`src/rtl/data_mem_pkg.sv`:
```
// Shared encodings, FSM state type and store-data alignment helper for the data RAM access unit.
package data_mem_pkg;

  localparam logic [1:0] SIZE_BYTE = 2'b00;
  localparam logic [1:0] SIZE_HALF = 2'b01;
  localparam logic [1:0] SIZE_WORD = 2'b10;
  localparam logic [1:0] SIZE_RSVD = 2'b11;

  localparam int DEFAULT_PULSE_CYCLES = 1;

  typedef enum logic [2:0] {
    ST_IDLE,
    ST_SETUP,
    ST_STROBE,
    ST_HOLD,
    ST_RESP
  } state_t;

  // The RAM expects store data right-aligned with unused upper lanes cleared.
  function automatic logic [31:0] format_store(input logic [1:0] size, input logic [31:0] wdata);
    case (size)
      SIZE_BYTE: format_store = {24'b0, wdata[7:0]};
      SIZE_HALF: format_store = {16'b0, wdata[15:0]};
      default:   format_store = wdata;
    endcase
  endfunction

endpackage

```
`src/rtl/mem_load_extend.sv`:
```
// Combinational zero/sign extension of RAM read data; byte lives in [7:0], half in [15:0].
module mem_load_extend
  import data_mem_pkg::*;
(
  input  logic [1:0]  size,
  input  logic        is_signed,
  input  logic [31:0] dataout,
  output logic [31:0] rdata
);

  logic fill_byte;
  logic fill_half;

  assign fill_byte = is_signed & dataout[7];
  assign fill_half = is_signed & dataout[15];

  always_comb begin
    rdata = dataout;
    case (size)
      SIZE_BYTE: rdata = {{24{fill_byte}}, dataout[7:0]};
      SIZE_HALF: rdata = {{16{fill_half}}, dataout[15:0]};
      default:   rdata = dataout;
    endcase
  end

endmodule

```
`src/rtl/data_mem_access_unit.sv`:
```
// Sequences one load/store per handshake through the data RAM's setup/enable/hold protocol.
// Optional MISALIGN_TRAP_EN: misaligned or reserved-size requests fault without touching the RAM.
module data_mem_access_unit
  import data_mem_pkg::*;
#(
  parameter int PULSE_CYCLES = DEFAULT_PULSE_CYCLES,
  parameter int ADDR_W       = 32
) (
  input  logic              clk,
  input  logic              reset,
  input  logic              req_valid,
  output logic              req_ready,
  input  logic              req_write,
  input  logic [1:0]        req_size,
  input  logic              req_signed,
  input  logic [ADDR_W-1:0] req_addr,
  input  logic [31:0]       req_wdata,
  output logic              resp_valid,
  output logic [31:0]       resp_rdata,
  output logic              resp_fault,
  output logic              mem_enable,
  output logic              mem_readwrite,
  output logic [ADDR_W-1:0] mem_address,
  output logic [31:0]       mem_datain,
  output logic [1:0]        mem_size,
  input  logic [31:0]       mem_dataout
);

  localparam int CNT_W = (PULSE_CYCLES > 1) ? $clog2(PULSE_CYCLES) : 1;

  state_t             state_reg;
  logic [CNT_W-1:0]   cnt_reg;
  logic               signed_reg;
  logic               mem_enable_reg;
  logic               mem_readwrite_reg;
  logic [ADDR_W-1:0]  mem_address_reg;
  logic [31:0]        mem_datain_reg;
  logic [1:0]         mem_size_reg;
  logic               resp_valid_reg;
  logic [31:0]        resp_rdata_reg;
  logic               resp_fault_reg;

  logic               misaligned;
  logic [1:0]         eff_size;
  logic [31:0]        load_data;

`ifdef MISALIGN_TRAP_EN
  assign misaligned = (req_size == SIZE_HALF && req_addr[0]) ||
                      (req_size == SIZE_WORD && req_addr[1:0] != 2'b00) ||
                      (req_size == SIZE_RSVD);
`else
  assign misaligned = 1'b0;
`endif

  // Reserved size is only reachable here without the trap; it behaves as a word access.
  assign eff_size = (req_size == SIZE_RSVD) ? SIZE_WORD : req_size;

  mem_load_extend u_load_extend (
    .size      (mem_size_reg),
    .is_signed (signed_reg),
    .dataout   (mem_dataout),
    .rdata     (load_data)
  );

  always_ff @(posedge clk) begin
    if (reset) begin
      state_reg         <= ST_IDLE;
      cnt_reg           <= '0;
      signed_reg        <= 1'b0;
      mem_enable_reg    <= 1'b0;
      mem_readwrite_reg <= 1'b0;
      mem_address_reg   <= '0;
      mem_datain_reg    <= '0;
      mem_size_reg      <= '0;
      resp_valid_reg    <= 1'b0;
      resp_rdata_reg    <= '0;
      resp_fault_reg    <= 1'b0;
    end else begin
      case (state_reg)
        ST_IDLE: begin
          if (req_valid) begin
            if (misaligned) begin
              state_reg      <= ST_RESP;
              resp_valid_reg <= 1'b1;
              resp_fault_reg <= 1'b1;
              resp_rdata_reg <= '0;
            end else begin
              state_reg         <= ST_SETUP;
              mem_address_reg   <= req_addr;
              mem_size_reg      <= eff_size;
              mem_readwrite_reg <= req_write;
              mem_datain_reg    <= format_store(eff_size, req_wdata);
              signed_reg        <= req_signed;
            end
          end
        end
        ST_SETUP: begin
          state_reg      <= ST_STROBE;
          mem_enable_reg <= 1'b1;
          cnt_reg        <= CNT_W'(PULSE_CYCLES - 1);
        end
        ST_STROBE: begin
          if (cnt_reg == '0) begin
            state_reg      <= ST_HOLD;
            mem_enable_reg <= 1'b0;
          end else begin
            cnt_reg <= cnt_reg - 1'b1;
          end
        end
        ST_HOLD: begin
          // Read data is sampled on the edge that leaves HOLD, after the RAM has settled.
          state_reg      <= ST_RESP;
          resp_valid_reg <= 1'b1;
          resp_rdata_reg <= mem_readwrite_reg ? 32'b0 : load_data;
        end
        ST_RESP: begin
          state_reg      <= ST_IDLE;
          resp_valid_reg <= 1'b0;
          resp_rdata_reg <= '0;
          resp_fault_reg <= 1'b0;
        end
        default: begin
          state_reg      <= ST_IDLE;
          mem_enable_reg <= 1'b0;
        end
      endcase
    end
  end

  assign req_ready     = (state_reg == ST_IDLE) && !reset;
  assign resp_valid    = resp_valid_reg;
  assign resp_rdata    = resp_rdata_reg;
  assign resp_fault    = resp_fault_reg;
  assign mem_enable    = mem_enable_reg;
  assign mem_readwrite = mem_readwrite_reg;
  assign mem_address   = mem_address_reg;
  assign mem_datain    = mem_datain_reg;
  assign mem_size      = mem_size_reg;

endmodule

```
`config.mk`:
```
export PLATFORM = sky130hd
export DESIGN_NAME = data_mem_access_unit
export DESIGN_NICKNAME = d
export VERILOG_FILES = /design/src/rtl/data_mem_pkg.sv /design/src/rtl/mem_load_extend.sv /design/src/rtl/data_mem_access_unit.sv
export SDC_FILE = /design/constraint.sdc
export NUM_CORES = 1
export LEC_CHECK = 0
export CAP_MARGIN = 10
export CORE_ASPECT_RATIO = 0.9
export CORE_UTILIZATION = 36
export DETAILED_ROUTE_END_ITERATION = 10
export GPL_TIMING_DRIVEN = 0
export MAX_ROUTING_LAYER = met4
export PLACE_DENSITY = 0.73
export RECOVER_POWER = 25
export SKIP_CTS_REPAIR_TIMING = 1
export SYNTH_ARGS = -nofsm -noshare
export SYNTH_HDL_FRONTEND = slang
export SYNTH_SLANG_ARGS = --single-unit
export TNS_END_PERCENT = 30
```
`constraint.sdc`:
```
create_clock -name clk -period 1.45 [get_ports clk]
set_input_delay 0.3625 -clock clk [delete_from_list [all_inputs] [get_ports clk]]
set_output_delay 0.3625 -clock clk [all_outputs]
set_load 0.05 [all_outputs]
```
==> Word level (Yosys, flattened, before mapping) <==
Index checks and enable logic that the tools add are counted.
{ "word_totals": {"word_cells": 47, "ramBits": 0, "regBits": 106, "rom_bits": 0, "inputBits": 103, "memories": 0, "latchBits": 0, "output_inout_bits": 103} }
{ "classes": {"n_mux": 13, "order_cmp": 0, "eq_ne": 9, "reduce_logical": 11, "n_bitwise": 3, "shifts": 0, "div_mod_pow": 0, "addsub": 1, "multipliers": 0} }
{ "op_table": {"columns": ["cell", "count"], "rows": [
  ["32-bit case mux with 2 select lines", 3],
  ["32-bit two-way mux", 1],
  ["3-bit case mux with 4 select lines", 1],
  ["3-bit by 2-bit equality test with 1-bit output, second input constant", 2],
  ["3-bit two-way mux", 2],
  ["2-bit AND reduction", 3],
  ["2-bit by 1-bit equality test with 1-bit output, second input constant", 2],
  ["2-bit logical NOT", 2],
  ["2-bit inequality test, second input constant", 2],
  ["1-bit case mux with 2 select lines", 2],
  ["2-bit nonzero test", 2],
  ["3-bit by 1-bit equality test with 1-bit output, second input constant", 1],
  ["3-bit equality test, second input constant", 1],
  ["3-bit logical NOT", 1],
  ["1-bit case mux with 3 select lines", 1],
  ["3-bit OR reduction", 1],
  ["1-bit AND", 2],
  ["2-bit equality test, second input constant", 1],
  ["1-bit two-way mux", 2],
  ["2-bit two-way mux", 1],
  ["1-bit logical AND", 1],
  ["1-bit logical NOT", 1],
  ["1-bit inverter", 1],
  ["1-bit subtractor, second input constant", 1]
]} }

==> Logic depth before layout (Yosys ltp) <==
Gate-level depths: netlist of run 1.
{ "logic_depth": {"word_depth": 4, "mapped_depth": 6} }

==> Cells and area by module <==
Synthesis of run 1 repeated with hierarchy kept, for this count alone.
{ "hier_totals": {"cells_unflattened": 575, "hier_area_um2": 4489.3} }
{ "by_module_without_submodules": {"columns": ["module", "cells_per_inst", "area_per_inst_um2", "n_inst"], "rows": [
  ["data_mem_access_unit", 509, 4103.9, 1],
  ["mem_load_extend", 66, 385.4, 1]
]} }

==> Least setup slack after synthesis of run 1 <==
Ideal clock, no wire load.
{ "synth_path": {"kind": "in2out", "startpoint": "input port reset", "endpoint": "output port req_ready", "path_stages": 3, "slack_ns": -1.043, "arrival_ns": 2.130, "path_cell_list": "clkbuf_1 clkbuf_1 nor4_1"} }
{ "synth_between": {"elab_chain_cells": 2} }
{ "synth_rtl": {"columns": ["item", "line_no", "source"], "rows": [
  ["start: declaration", "data_mem_access_unit.sv:10", "input logic reset,"],
  ["1-bit logical NOT", "data_mem_access_unit.sv:130", "assign req_ready = (state_reg == ST_IDLE) && !reset;"],
  ["1-bit logical AND", "data_mem_access_unit.sv:130", null],
  ["end: declaration", "data_mem_access_unit.sv:12", "output logic req_ready,"]
]} }
Every way passes these cells.

==> Worst setup path in the final report of run 1 <==
{ "layout_path": {"startpoint": "register state_reg[0]", "endpoint": "output port req_ready"} }
{ "layout_between": {"elab_chain_cells": 2} }
{ "layout_rtl": {"columns": ["item", "line_no", "source"], "rows": [
  ["start: declaration", "data_mem_access_unit.sv:31", "state_t state_reg;"],
  ["start signal: assignment", "data_mem_access_unit.sv:67", "state_reg <= ST_IDLE;"],
  ["start signal: assignment", "data_mem_access_unit.sv:83", "state_reg <= ST_RESP;"],
  ["start signal: assignment", "data_mem_access_unit.sv:88", "state_reg <= ST_SETUP;"],
  ["3-bit logical NOT", "data_mem_access_unit.sv:130", null],
  ["1-bit logical AND", "data_mem_access_unit.sv:130", null]
]} }
Every way passes these cells.

==> results of run 1 <==
## worst reg2reg max path, cell delays in order (launching register included)
cell and delay [ps]:
dfxtp_4 360, buf_8 120, buf_4 140, nor4b_4 280, buf_6 180, buf_8 150, clkbuf_16 150, nand2_1 50
a21oi_1 140
## logic make-up after synthesis
group,after synthesis,synth area share (%)
AND/OR/NAND/NOR,185,21.15
AO/OA/AOI/OAI,137,19.91
flip-flops,105,52.17
buffers and inverters,48,5.931
multiplexers,2,0.5279
XOR/XNOR,1,0.2174
other,1,0.09308
## power by group
part	internal [mW]	total, mW	switching (mW)
clock network	1.28	2.37	1.09
registers	3.04	3.14	0.0953
logic	0.800	1.99	1.19
total	5.12	7.49	2.38
## worst max path at each step
stage | endpoint | slack [ps] | cells past startpoint
final | req_ready | -260 | 3
after global routing | req_ready | -280 | 3
after CTS | req_ready | -930 | 3
after detailed placement | req_ready | -770 | 4
after global placement | req_ready | -740 | 4
after floorplan | req_ready | -150 | 3
## layout by cell type, fill, tap and decap left out, types with 9 or more instances in the layout
cell type	count
clkbuf_16	14
o32ai_1	16
nand3_1	30
nand2_4	11
dfxtp_1	99
clkdlybuf4s50_1	99
a21oi_1	74
nor2_1	11
nand2b_1	16
o21ai_0	9
nand2_1	94
o21a_1	9
a21oi_2	20
clkbuf_2	106
buf_6	14
clkbuf_1	17
## through the flow
stage / power [mW] / worst slack, ps / utilization (%) / cells / TNS [ps]
final: 7.494 / -259.3 / 60.74 / 863 / -8698
after global routing: 7.781 / -283.0 / 60.74 / 863 / -14910
after CTS: 7.334 / -934.5 / 60.36 / 849 / -68080
after detailed placement: 4.990 / -766.1 / 57.69 / 833 / -58650
after global placement: 4.961 / -741.1 / 57.69 / 833 / -57870
after floorplan: 4.246 / -154.7 / - / 479 / -641.3
## layout make-up
class	instances	area [sq um]	share of cell area (%)
Buffer	46	349.1	5.294
Clock buffer	12	256.5	3.890
Clock inverter	4	33.78	0.5123
Multi-Input combinational cell	326	1894	28.73
Sequential cell	105	2115	32.07
Tap cell	152	190.2	2.884
Timing Repair Buffer	218	1755	26.62
## metal layers
layer	wire length (um)	track usage [%]	share of wire, %	up-vias
li1	-	-	-	2103
met4	99	4.555	0.73	0
met1	5828	26.66	43	2027
met2	6752	36.63	50	149
met3	813	4.864	6.0	13
met5	0	-	0	-
==> impl_metrics.toml, run 1 <==
[status]
status = "finished with violations"
violations = "negative setup slack"

[worst_setup_path]
crit_type = "register to primary output"
crit_fanout = 4
cp_top_family = "flip-flops"
rr_startpoint = "state_reg[0]"
ff2ff_path_depth = 8
worstPathRequired_ps = 1090
r2r-end = "mem_address[27]"
endpoint_kind = "primary output"
worst-path-buf-inv = 2
crit_start = "state_reg[0]"
crit_chain = "buf_8, nor4_4, buf_6"
critPathArrivalTime_ps = 1350
slowest_delay_ps = 360
cp_slowest_cell = "dfxtp_4"
startpoint_type = "register"
r2r_slack_ps = -200

[global_routing]
grt_max_degree = 18
antenna_found_initial = 0
grt_usage_pct = 21.71
grt_pass1_wl_um = 19280
grt_pass1_vias = 3885
grt-ovfl-total = 0

[detailed_routing]
wl_um = 13490
vias = 4292
first_pass_iters = 4
antenna_left = 0
wire_per_inst_um = 15.63
drc_errors = 0
initialDrtViolationCount = 204
viasPerCell = 4.973

[sta]
slew_violations = 0
tightest_slew_ps = 617.8
layout_setup_ws_ps = -259.3
hold_viol = 0
rsz0062_at_grt = "yes"
finalSetupViolations = 88
min_period_ps = 1709
timing.final.crit_share_pct = 117.9
clock_skew_ps = 13.74
fin_worst_hold_slack_ps = 354.7
timing.slew.headroom_pct = 58.81
fmax_mhz = 585.0

[cells_and_area]
syn_to_final_growth_pct = 63.66
drive_gt1_share_pct = 30.38
final_area_sq_mm = 0.006594
nets = 809
fillCellCount = 998
antenna_cells = 0

[clock_tree]
cts_max_path_buffers = 2
path_clk_slew_ps = 80
clock_latency_ps = 340
cts_buffers = 9
root_buffer = "clkbuf_16"
cts_sinks = 105
h-tree-depth = 3
cts_tree = "yes"

[synthesis]
synth_top_flop_cell = "dfxtp_1"
yosys_warnings = 0
syn_nets = 582
synth.avg_cell_area_sq_um = 8.411
synth_area_leaders = "dfxtp_1 (52%), a21oi_1 (12%), nand2_1 (10%)"
netlist_area_sq_mm = 0.004029
synth_top_area_share_pct = 52.17
synthArstFlopShare_pct = 0
synth-seq-cells = 105
ys_types = 31
synth-edff-count = 0
yosysMostFrequentCell = "nand2_1"
yosysSeqAreaShare_pct = 52.17
synth_top_area_cell = "dfxtp_1"
synth_commonest_cells = "nand2_1 (112), dfxtp_1 (105), a21oi_1 (94), nand3_1 (32), clkbuf_1 (26)"
syn_inst = 479

[placed_design]
place_congestion = 0.7944
placed_area_sq_mm = 0.006262
dp_hpwl_um = 9503
io_buffers = 202

[pwr]
p_per_area_mw_per_mm2 = 1136
cellLeakagePower_nw = 2.660
peakVddDrop_uv = 642.6

[floorplanning]
core_sq_mm = 0.01086
die_area_sq_mm = 0.01162
pin_count = 206
initial_core_util_pct = 37.11
row_count = 36
die_w_um = 113.5
die-height_um = 102.4

[min_path]
holdPathEnd = "state_reg[0]"
hold_class = "input pin to register"
hp-start = "req_valid"
worstHoldPathCells = 3

[flow_run]
drv_cap = 0
No activity file was read; power rests on OpenSTA's default activity.
==> run 2: changes to the inputs <==
--- a/config.mk
+++ b/config.mk
@@ -17,4 +17,3 @@
 export SYNTH_ARGS = -nofsm -noshare
 export SYNTH_HDL_FRONTEND = slang
 export SYNTH_SLANG_ARGS = --single-unit
-export TNS_END_PERCENT = 30
==> run 2 against run 1 <==
  * Core utilization down 2.0 points
  * Largest power group unchanged
  * Critical endpoint unchanged
  * Clock power down 4%
  * First-iteration DRC count down 21%
  * The flow still finishes with violations (negative setup slack)
  * Die area unchanged
  * Final cell count down 0.35%
==> impl_metrics.toml, run 2 (synthesized netlist as in run 1, its figures left out) <==
[placed_design]
place_inst = 833
dp_hpwl_um = 9586
io_buffers = 202
post-place-ws_ps = -771.2
placed_area_sq_mm = 0.006270
place_congestion = 0.7936

[cells_and_area]
antenna_cells = 0
final_area_sq_mm = 0.006380
drive_gt1_share_pct = 26.98
final_cell_mix = "clkbuf_2 (106), nand2_1 (104), dfxtp_1 (101)"
final_common_cell = "clkbuf_2"
syn_to_final_growth_pct = 58.35
nets = 806
multiInputGateArea_sq_mm = 0.001815
register_area_sq_mm = 0.002112
fillCellCount = 1012
fin_util_pct = 58.77
stdcell_count = 860

[sta]
hold_viol = 0
slew_violations = 0
fin_worst_hold_slack_ps = 349.0
setup_tns_ps = -3483
tightest_slew_ps = 665.7
fmax_mhz = 605.0
finalSetupViolations = 68
timing.final.crit_share_pct = 114.0
timing.slew.headroom_pct = 55.62
clock_skew_ps = 13.11
rsz0062_at_grt = "yes"
min_period_ps = 1653
layout_setup_ws_ps = -203.0

[global_routing]
top_usage_layer = "met2"
grt_pass1_vias = 3989
antenna_found_initial = 0
grt_pass1_wl_um = 19550
grt_util_met2_pct = 37.38
grt_usage_pct = 21.98
met3_usage_pct = 4.686
use_met1_pct = 26.52
grt_max_degree = 18
grt-ovfl-total = 0

[worst_setup_path]
worstPathRequired_ps = 1090
startpoint_type = "register"
crit_fanout = 6
endpoint_kind = "primary output"
crit_type = "register to primary output"
critPathArrivalTime_ps = 1290

[clock_tree]
h-tree-depth = 3
root_buffer = "clkbuf_16"
cts_tree = "yes"
path_clk_slew_ps = 70
cts_buffers = 9
cts_sinks = 105
cts_max_path_buffers = 2
clock_latency_ps = 340

[detailed_routing]
vias = 4280
antenna_left = 0
viasPerCell = 4.977
drc_errors = 0
initialDrtViolationCount = 162
wire_per_inst_um = 15.37
first_pass_iters = 4
wl_um = 13220

[floorplanning]
row_count = 36
pin_count = 206
core_sq_mm = 0.01086
die-height_um = 102.4
initial_core_util_pct = 37.11
die_w_um = 113.5
die_area_sq_mm = 0.01162

[status]
violations = "negative setup slack"
status = "finished with violations"

[min_path]
hold_class = "input pin to register"

[pwr]
cellLeakagePower_nw = 2.580
p_per_area_mw_per_mm2 = 1136
peakVddDrop_uv = 552.5
power_mw = 7.250

[flow_run]
drv_cap = 0
-- run 2: area by class of cell --
cell class                      instances  area share (%)
Buffer                                 47           5.099
Clock buffer                           11           3.648
Clock inverter                          5          0.6276
Multi-Input combinational cell        326           28.46
Sequential cell                       105           33.10
Tap cell                              152           2.981
Timing Repair Buffer                  214           26.08
-- run 2: final timing paths --
kind | depth (start not counted) | slack [ps] | startpoint | end
max | 3 | -200 | state_reg[0] | req_ready
min | 3 | 350 | req_valid | state_reg[0]
max reg2reg | 6 | -120 | state_reg[0] | mem_datain[29]
min reg2reg | 2 | 450 | mem_datain[30] | mem_datain[30]
-- run 2: worst max-delay path, stage by stage, from the launching register on --
cell	delay, ps
dfxtp_4	360
buf_8	130
nor4_4	270
buf_6	200
-- run 2: power breakdown --
group	leakage (nW)	internal, mW	switching, mW
Clock	0.134	1.18	1.09
Sequential	0.857	3.04	0.0848
Combinational	1.59	0.709	1.15
Total	2.58	4.93	2.32
-- run 2: layer usage --
metal / wire length [um] / vias up
li1: - / 2100
met1: 5734 / 2003
met4: 133 / 0
met5: 0 / -
met2: 6568 / 162
met3: 779 / 15
